==> src/rtl/alu_pkg.sv <==
`default_nettype none
// ============================================================================
// Module      : alu_pkg
// Description : Shared types for the sequential ALU: function codes, flag-bit
//               positions within the {Z, N, C, V} flag file, and FSM states.
// Revision    : 1.0 - initial release
// ============================================================================
package alu_pkg;

  // 4-bit function select presented on the Fn port; codes 14..15 are undefined
  typedef enum logic [3:0] {
    FnNOP   = 4'd0,
    FnPASSB = 4'd1,
    FnADD   = 4'd2,
    FnADC   = 4'd3,
    FnSUB   = 4'd4,
    FnSBC   = 4'd5,
    FnAND   = 4'd6,
    FnOR    = 4'd7,
    FnXOR   = 4'd8,
    FnNOT   = 4'd9,
    FnLSL   = 4'd10,
    FnLSR   = 4'd11,
    FnASR   = 4'd12,
    FnMUL   = 4'd13
  } alu_fn_t;

  // Bit positions inside Flags = {Z, N, C, V}
  localparam int FLAG_Z = 3;
  localparam int FLAG_N = 2;
  localparam int FLAG_C = 1;
  localparam int FLAG_V = 0;

  // Control FSM states
  typedef enum logic [0:0] {
    ST_IDLE = 1'b0,
    ST_RUN  = 1'b1
  } alu_state_t;

endpackage : alu_pkg
`default_nettype wire

==> src/rtl/seq_alu_addsub.sv <==
`default_nettype none
// ============================================================================
// Module      : seq_alu_addsub
// Description : Combinational WIDTH-bit adder/subtractor with carry-in.
//               Subtraction is a + ~b + cin, so carry = 1 means no borrow.
// Revision    : 1.0 - initial release
// ============================================================================
module seq_alu_addsub #(
  parameter int WIDTH = 16
) (
  input  logic [WIDTH-1:0] a,
  input  logic [WIDTH-1:0] b,
  input  logic             sub,
  input  logic             cin,
  output logic [WIDTH-1:0] sum,
  output logic             carry,
  output logic             overflow
);

  logic [WIDTH-1:0] b_eff;

  // Invert B for subtraction, add with carry-in, derive signed overflow
  always_comb begin
    b_eff           = sub ? ~b : b;
    {carry, sum}    = {1'b0, a} + {1'b0, b_eff} + {{WIDTH{1'b0}}, cin};
    overflow        = (a[WIDTH-1] == b_eff[WIDTH-1]) && (sum[WIDTH-1] != a[WIDTH-1]);
  end

endmodule : seq_alu_addsub
`default_nettype wire

==> src/rtl/seq_alu.sv <==
`default_nettype none
// ============================================================================
// Module      : seq_alu
// Description : Multi-cycle ALU with registered {Z,N,C,V} flag file and a
//               Start/Done handshake. Shifts iterate one bit per cycle.
//               Define SEQ_ALU_MUL_EN to build the iterative shift-add
//               multiplier for FnMUL; otherwise FnMUL behaves as a NOP.
// Revision    : 1.0 - initial release
// ============================================================================
module seq_alu
  import alu_pkg::*;
#(
  parameter int WIDTH = 16
) (
  input  logic             Clock,
  input  logic             nReset,
  input  logic             Start,
  input  alu_fn_t          Fn,
  input  logic [WIDTH-1:0] A,
  input  logic [WIDTH-1:0] B,
  output logic [WIDTH-1:0] Result,
  output logic [3:0]       Flags,
  output logic             Busy,
  output logic             Done
);

  localparam int SHW = $clog2(WIDTH);
  // Counter holds up to WIDTH multiplier steps, so it needs one extra bit
  localparam int CW  = SHW + 1;

  alu_state_t       state;
  alu_fn_t          run_fn;
  logic [WIDTH-1:0] work;
  logic [CW-1:0]    cnt;

  logic [SHW-1:0]   amt;
  logic [WIDTH-1:0] as_a;
  logic [WIDTH-1:0] as_b;
  logic             as_sub;
  logic             as_cin;
  logic [WIDTH-1:0] as_sum;
  logic             as_carry;
  logic             as_ovf;

  logic [WIDTH-1:0] imm_res;
  logic [3:0]       imm_flags;
  logic             go_run;
  logic             zn;

  logic [WIDTH-1:0] run_res;
  logic             run_c;

`ifdef SEQ_ALU_MUL_EN
  logic [WIDTH-1:0] hi;
  logic [WIDTH-1:0] mcand;
  logic [WIDTH-1:0] hi_next;
  logic [WIDTH-1:0] acc;
  logic             acc_c;
`endif

  assign amt = B[SHW-1:0];

  seq_alu_addsub #(.WIDTH(WIDTH)) u_addsub (
    .a        (as_a),
    .b        (as_b),
    .sub      (as_sub),
    .cin      (as_cin),
    .sum      (as_sum),
    .carry    (as_carry),
    .overflow (as_ovf)
  );

  // Adder operand select: single-cycle arithmetic in IDLE, accumulate in a MUL run
  always_comb begin
    as_a   = A;
    as_b   = B;
    as_sub = 1'b0;
    as_cin = 1'b0;
    case (Fn)
      FnADC:   as_cin = Flags[FLAG_C];
      FnSUB:   begin as_sub = 1'b1; as_cin = 1'b1;           end
      FnSBC:   begin as_sub = 1'b1; as_cin = Flags[FLAG_C];  end
      default: ;
    endcase
`ifdef SEQ_ALU_MUL_EN
    if (state == ST_RUN) begin
      as_a   = hi;
      as_b   = mcand;
      as_sub = 1'b0;
      as_cin = 1'b0;
    end
`endif
  end

  // Result and flags for operations that complete in the Start cycle
  always_comb begin
    imm_res   = Result;
    imm_flags = Flags;
    go_run    = 1'b0;
    zn        = 1'b0;
    case (Fn)
      FnPASSB: begin imm_res = B;      zn = 1'b1; end
      FnADD, FnADC, FnSUB, FnSBC: begin
        imm_res           = as_sum;
        zn                = 1'b1;
        imm_flags[FLAG_C] = as_carry;
        imm_flags[FLAG_V] = as_ovf;
      end
      FnAND:   begin imm_res = A & B;  zn = 1'b1; end
      FnOR:    begin imm_res = A | B;  zn = 1'b1; end
      FnXOR:   begin imm_res = A ^ B;  zn = 1'b1; end
      FnNOT:   begin imm_res = ~A;     zn = 1'b1; end
      FnLSL, FnLSR, FnASR: begin
        // A zero shift amount finishes immediately with C untouched
        if (amt == '0) begin
          imm_res = A;
          zn      = 1'b1;
        end else begin
          go_run  = 1'b1;
        end
      end
`ifdef SEQ_ALU_MUL_EN
      FnMUL:   go_run = 1'b1;
`endif
      default: ;
    endcase
    if (zn) begin
      imm_flags[FLAG_Z] = (imm_res == '0);
      imm_flags[FLAG_N] = imm_res[WIDTH-1];
    end
  end

  // One iteration step of the running operation (shift bit or multiplier bit)
  always_comb begin
    case (run_fn)
      FnLSL:   begin run_res = {work[WIDTH-2:0], 1'b0};         run_c = work[WIDTH-1]; end
      FnLSR:   begin run_res = {1'b0, work[WIDTH-1:1]};         run_c = work[0];       end
      default: begin run_res = {work[WIDTH-1], work[WIDTH-1:1]}; run_c = work[0];      end
    endcase
`ifdef SEQ_ALU_MUL_EN
    // {hi, work} holds the partial product with the multiplier in the low half
    if (work[0]) begin
      acc   = as_sum;
      acc_c = as_carry;
    end else begin
      acc   = hi;
      acc_c = 1'b0;
    end
    hi_next = {acc_c, acc[WIDTH-1:1]};
    if (run_fn == FnMUL) begin
      run_res = {acc[0], work[WIDTH-1:1]};
      run_c   = (hi_next != '0);
    end
`endif
  end

  // Control FSM with registered Result/Flags/Busy/Done
  always_ff @(posedge Clock or negedge nReset) begin
    if (!nReset) begin
      state  <= ST_IDLE;
      run_fn <= FnNOP;
      work   <= '0;
      cnt    <= '0;
      Result <= '0;
      Flags  <= '0;
      Busy   <= 1'b0;
      Done   <= 1'b0;
`ifdef SEQ_ALU_MUL_EN
      hi     <= '0;
      mcand  <= '0;
`endif
    end else begin
      Done <= 1'b0;
      case (state)
        ST_IDLE: begin
          if (Start) begin
            if (go_run) begin
              state  <= ST_RUN;
              Busy   <= 1'b1;
              run_fn <= Fn;
              work   <= A;
              cnt    <= CW'(amt);
`ifdef SEQ_ALU_MUL_EN
              hi     <= '0;
              mcand  <= A;
              if (Fn == FnMUL) begin
                work <= B;
                cnt  <= CW'(WIDTH);
              end
`endif
            end else begin
              Result <= imm_res;
              Flags  <= imm_flags;
              Done   <= 1'b1;
            end
          end
        end
        ST_RUN: begin
          cnt  <= cnt - CW'(1);
          work <= run_res;
`ifdef SEQ_ALU_MUL_EN
          hi   <= hi_next;
`endif
          if (cnt == CW'(1)) begin
            state         <= ST_IDLE;
            Busy          <= 1'b0;
            Done          <= 1'b1;
            Result        <= run_res;
            Flags[FLAG_Z] <= (run_res == '0);
            Flags[FLAG_N] <= run_res[WIDTH-1];
            Flags[FLAG_C] <= run_c;
          end
        end
        default: state <= ST_IDLE;
      endcase
    end
  end

endmodule : seq_alu
`default_nettype wire

==> config.mk <==
export PLATFORM = sky130hd
export DESIGN_NAME = seq_alu
export DESIGN_NICKNAME = d
export VERILOG_FILES = /design/src/rtl/alu_pkg.sv /design/src/rtl/seq_alu_addsub.sv /design/src/rtl/seq_alu.sv
export SDC_FILE = /design/constraint.sdc
export NUM_CORES = 1
export LEC_CHECK = 0
export BUFFER_PORTS_ARGS = -buffer_cell sky130_fd_sc_hd__buf_4
export CORE_ASPECT_RATIO = 0.75
export CORE_MARGIN = 4
export CORE_UTILIZATION = 35
export CTS_CLUSTER_SIZE = 8
export DETAILED_ROUTE_END_ITERATION = 8
export GPL_TIMING_DRIVEN = 0
export PLACE_DENSITY = 0.59
export SKIP_CTS_REPAIR_TIMING = 1
export SYNTH_ARGS = -nofsm -noshare
export SYNTH_HDL_FRONTEND = slang
export SYNTH_SLANG_ARGS = --single-unit
==> constraint.sdc <==
create_clock -name Clock -period 3.55 [get_ports Clock]
set_input_delay 0.5325 -clock Clock [delete_from_list [all_inputs] [get_ports Clock]]
set_output_delay 0.5325 -clock Clock [all_outputs]
set_load 0.01 [all_outputs]
After elaboration in Yosys (flattened, before gate mapping):

Index checks and enable logic that the tools add are counted.

* mux-type cells: 39
* eq/ne operators: 23
* reduce and logical (&&, ||, !) cells: 16
* add/subtract/negate cells: 3
* bitwise logic cells: 7

Operator list (count)
* two-way mux 16 bit: 7
* one-hot mux 16 bit (7 select lines): 1
* one-hot mux 16 bit (2 select lines): 3
* zero test 16 bit: 2
* NOT 16 bit: 2
* equality test 4 bit, second input constant: 7
* adder 16 x 16 -> 17 bit: 1
* adder 17 x 1 -> 17 bit: 1
* AND 16 bit: 1
* equality test 4 x 3 -> 1 bit, second input constant: 4
* OR 16 bit: 1
* bitwise XOR 16 bit: 1
* two-way mux 1 bit: 14
* AND reduction 4 bit: 3
* two-way mux 5 bit: 2
* one-hot mux 1 bit (2 select lines): 5
* one-hot mux 5 bit (2 select lines): 1
* AND reduction 3 bit: 3
* OR reduction 9 bit: 1
* equality test 4 x 2 -> 1 bit, second input constant: 2
* two-way mux 4 bit: 2
* inequality test 2 bit, second input constant: 4
* one-hot mux 3 bit (2 select lines): 1
* equality test 5 x 1 -> 1 bit, second input constant: 1
* other kinds (14): 18

* flip-flop bits (word level): 48
* output and inout port bits: 22
* logic and storage cells: 98

Longest topological paths before layout:

* word-level depth: 12
* mapped depth: 18
* mapped depth without buffers: 15

By module:

Synthesis repeated with hierarchy kept, for this count alone.

* cell total of the unflattened synthesis: 676
* area total of the unflattened synthesis: 5243.8 um^2

By module, submodules not included
* seq_alu: cells each 536, times used 1, sequential area each 1201.2 um^2, area each 4176.5 um^2
* seq_alu_addsub: cells each 140, times used 1, sequential area each 0.0 um^2, area each 1067.3 um^2

Worst setup path before layout:

OpenSTA, ideal clock, no wires.

* path kind: in2reg
* start: input Fn[2]
* end: register Flags[3]
* data required time: 3.474 ns
* stages on the path: 15
* arrival: 4.310 ns
* buffers on the path: 2
* setup slack: -0.836 ns
* cell sequence: buf_6 -> buf_2 -> inv_1 -> nor3_1 -> xnor2_1 -> fa_1 -> fa_1 -> a211oi_1 -> o21ai_0 -> a31oi_1 -> o21ai_0 -> xor2_1 -> a221oi_1 -> o221ai_1 -> o21ai_1

* cells in the longest elaborated chain, start to end: 12
* elaborated cells between the ends (all ways): 33

Ends and longest elaborated chain
* from (decl): line seq_alu.sv:18 `input alu_fn_t Fn,`
* equality test 4 x 3 -> 1 bit: line seq_alu.sv:79, seq_alu.sv:101
* OR reduction 2 bit (no line)
* two-way mux 1 bit: line seq_alu.sv:79 `case (Fn)`
* two-way mux 16 bit: line seq_alu_addsub.sv:24 `b_eff = sub ? ~b : b;`
* adder 16 x 16 -> 17 bit: line seq_alu_addsub.sv:25 `{carry, sum} = {1'b0, a} + {1'b0, b_eff} + {{WIDTH{1'b0}}, cin};`
* adder 17 x 1 -> 17 bit: line seq_alu_addsub.sv:25
* one-hot mux 16 bit (7 select lines): line seq_alu.sv:101 `case (Fn)`
* zero test 16 bit: line seq_alu.sv:128 `imm_flags[FLAG_Z] = (imm_res == '0);`
* two-way mux 2 bit: line seq_alu.sv:127 `if (zn) begin`
* two-way mux 4 bit: line seq_alu.sv:177 `if (go_run) begin`
* two-way mux 4 bit: line seq_alu.sv:176 `if (Start) begin`
* one-hot mux 3 bit (2 select lines): line seq_alu.sv:174 `case (state)`
* to (signal assigned): line seq_alu.sv:193 `Flags <= imm_flags;`
* to (signal, indexed assignment): line seq_alu.sv:209 `Flags[FLAG_Z] <= (run_res == '0);`
* to (signal, indexed assignment): line seq_alu.sv:210 `Flags[FLAG_N] <= run_res[WIDTH-1];`
* to (decl): line seq_alu.sv:22 `output logic [3:0] Flags,`

Several ways; a longest one is shown, not always the timed one. The select of a mux whose other input is x is not followed.
A chain may end at the register's enable or synchronous reset.

Worst setup path in the final report:

* start: input Fn[1]
* end: register Flags[3]

Same word-level chain as after synthesis.

==> impl_results.md <==
* Worst IR Drop VDD at 290 uV
* CP Launch Type: primary input
* Clock skew at 7.68 ps
* Status: finished, final reports clean
* Global-route wire length before repair at 28,600 um
* Vias at 5,310
* Worst-margin pin slew at 810 ps
* # clock sinks at 48
* Buffer depth of the longest clock path at 2
* # DRC at 0
* Final Max Slew Viols at 0
* Post-Synthesis Cells at 627
* Routed Antenna Nets at 0
* Number of hold violations in the final report at 0
* Clock Latency Late Sink at 300 ps
* HPWL after detailed placement at 14,200 um
* CTS Buf Count at 5
* Ant diodes at 0
* Relative slew slack at 45.9%
* Unrepaired setup endpoints after global routing: yes
* Prevailing post-synth register cell: dfrtp_1
* Seq/Total Area, Yosys at 24.0%
* Yosys synthesis warning count at 0
* Final setup vio count at 0
* Vias per cell at 6.05
* CTS tree: done
* Max-Cap Viols at 0
* Asr flop ratio synth at 100%
* Peak Freq at 286 MHz
* Routability congestion estimate at 0.933
* Die area at 0.0163 mm2
* Area Overhead vs Synth at 23.2%
* Die W at 146 um
* Die span in y at 111 um
* Crit Path Class: primary input to flip-flop
* Period utilization at 98.6%
* Avg WL per Cell at 20.9 um
* Share of layout cells above drive strength 1 at 19.1%
* Initial DRC count at 711
* Leakage at 0.00278 uW
* Worst hold margin at 241 ps
* Hold/Removal Path Class: primary input to async pin
* Register Area at 0.00120 mm2
* Synthesized area at 0.00499 mm2
* Synth cell types at 74
* Req. time, crit path at 3770 ps
* Initial Util at 36.1%
* Total gr overflow at 0
* CTS root buf: clkbuf_16
* Pin count of the biggest net entering global routing at 49
* Layout fillers at 1,364
* Clk slew on worst S/H paths at 70 ps
* Detailed Route WL at 18,400 um
* Core Area at 0.0138 mm2
* FP Rows at 37
* Syn Area/Cell at 7.97 um2
* Port bufs at 58
* Crit end category: flip-flop
* Arr. time, crit path at 3720 ps
* Seq cells post-synth at 48
* Initial antenna violation count at 0
* Drt first pass iters at 5
* Nets at 792
* Post-synth EDFFs at 0
* CP max FO at 7
* Area post-placement at 0.00573 mm2
* Power Dens Cells at 586 mW/mm2
* Post-Syn Nets at 717
* Area of the multi-input gates at 0.00359 mm2
* H-tree depth at 2
* Number of global-route vias before repair at 5,000
* Minimum clock period after layout at 3500 ps
* IO Count at 61
* Total GRT Usage at 22.2%
* Design area at 0.00615 mm2
sequential cells by signal, indices dropped and copies added (netlist names):
signal,cells
Flags,4
work,16
Result,16
state,1
cnt,5
Done,1
Busy,1
run_fn,4
cells in the final DEF, fill, tap and decap left out, drive strengths merged, types with 6 or more instances in the layout:
cell type,n
a21boi,10
a21o,8
a21oi,49
a22oi,7
a31oi,6
buf,82
clkbuf,25
dfrtp,48
ha,49
inv,46
mux2i,20
nand2,82
nand3,14
nor2,40
nor3,9
nor3b,7
o211ai,12
o21ai,41
o221ai,8
o22ai,8
xnor2,22
xor2,9
worst paths after layout:
kind / from / endpoint / slack, ps / depth (start not counted)
max in group asynchronous: nReset / run_fn[0] / 2870 / 1
min in group Clock: run_fn[3] / run_fn[3] / 470 / 1
min reg2reg: run_fn[3] / run_fn[3] / 470 / 1
max: Fn[1] / Flags[3] / 50 / 16
min: nReset / Result[5] / 240 / 1
max reg2reg: Flags[1] / Flags[3] / 250 / 12
metal layers:
| layer | up-vias | wire (um) | global-route usage, % |
|---|---|---|---|
| met1 | 2588 | 8630 | 33.7 |
| met5 | - | 0 | 0 |
| met4 | 0 | 300 | 4.30 |
| met2 | 269 | 7740 | 32.4 |
| met3 | 34 | 1710 | 4.48 |
| li1 | 2419 | - | - |
cell families after synthesis:
| logic type | count (synthesis) | share of synthesized area (%) |
|---|---|---|
| buffers and inverters | 80 | 6.84 |
| flip-flops | 48 | 24.0 |
| adder cells (fa/ha/maj) | 51 | 13.1 |
| AO/OA/AOI/OAI | 197 | 26.5 |
| XOR/XNOR | 31 | 5.44 |
| AND/OR/NAND/NOR | 196 | 19.2 |
| multiplexers | 24 | 4.91 |
report_power, final:
part | switching, uW | total, uW | internal, uW
sequential | 288 | 1110 | 820
clock | 216 | 587 | 371
combinational | 1100 | 1910 | 806
synth_stat cells, types with 9 or more instances:
library cell	instances	area, um2
nand2_1	82	308
ha_1	49	613
a21oi_1	48	240
dfrtp_1	48	1200
inv_1	46	173
nor2_1	39	146
o21ai_0	38	190
xnor2_1	22	193
mux2i_1	20	200
clkbuf_1	17	63.8
nand3_1	14	70.1
o211ai_1	12	90.1
a21boi_0	10	75.1
buf_2	9	45.0
nor3_1	9	45.0
xor2_1	9	78.8
through the flow:
stage / TNS, ps / power [uW] / setup slack [ps] / utilization (%) / std cells
2_1_floorplan: -270 / 2210 / -97.7 / - / 627
6_report: 0 / 3600 / 48.3 / 44.4 / 878
4_1_cts: -6550 / 3520 / -989 / 42.7 / 869
3_3_place_gp: -9900 / 2870 / -1190 / 41.2 / 860
3_5_place_dp: -11210 / 2910 / -1250 / 41.4 / 861
5_1_grt: -71.2 / 3860 / -71.2 / 44.4 / 878
critical path, cell delays in order:
cell	delay (ps)
buf_12	110
and2b_2	200
nand2_1	50
o21ai_1	60
a21oi_1	140
nor2_1	70
fa_2	400
fa_2	420
a211oi_4	280
or3_1	150
a21oi_1	60
nor4_2	390
nand4_1	210
nor4_4	260
nand4b_1	210
o21ai_2	180
final cells by class:
type,count,share of cell area [%]
flip-flops and latches,48,19.5
multi-input cells,499,58.3
repair buffers,73,9.31
well taps,175,3.56
inverters,48,3.13
clock inverters,1,0.488
clock buffers,7,2.48
plain buffers,27,3.15
(Power assumes the default switching activity.)
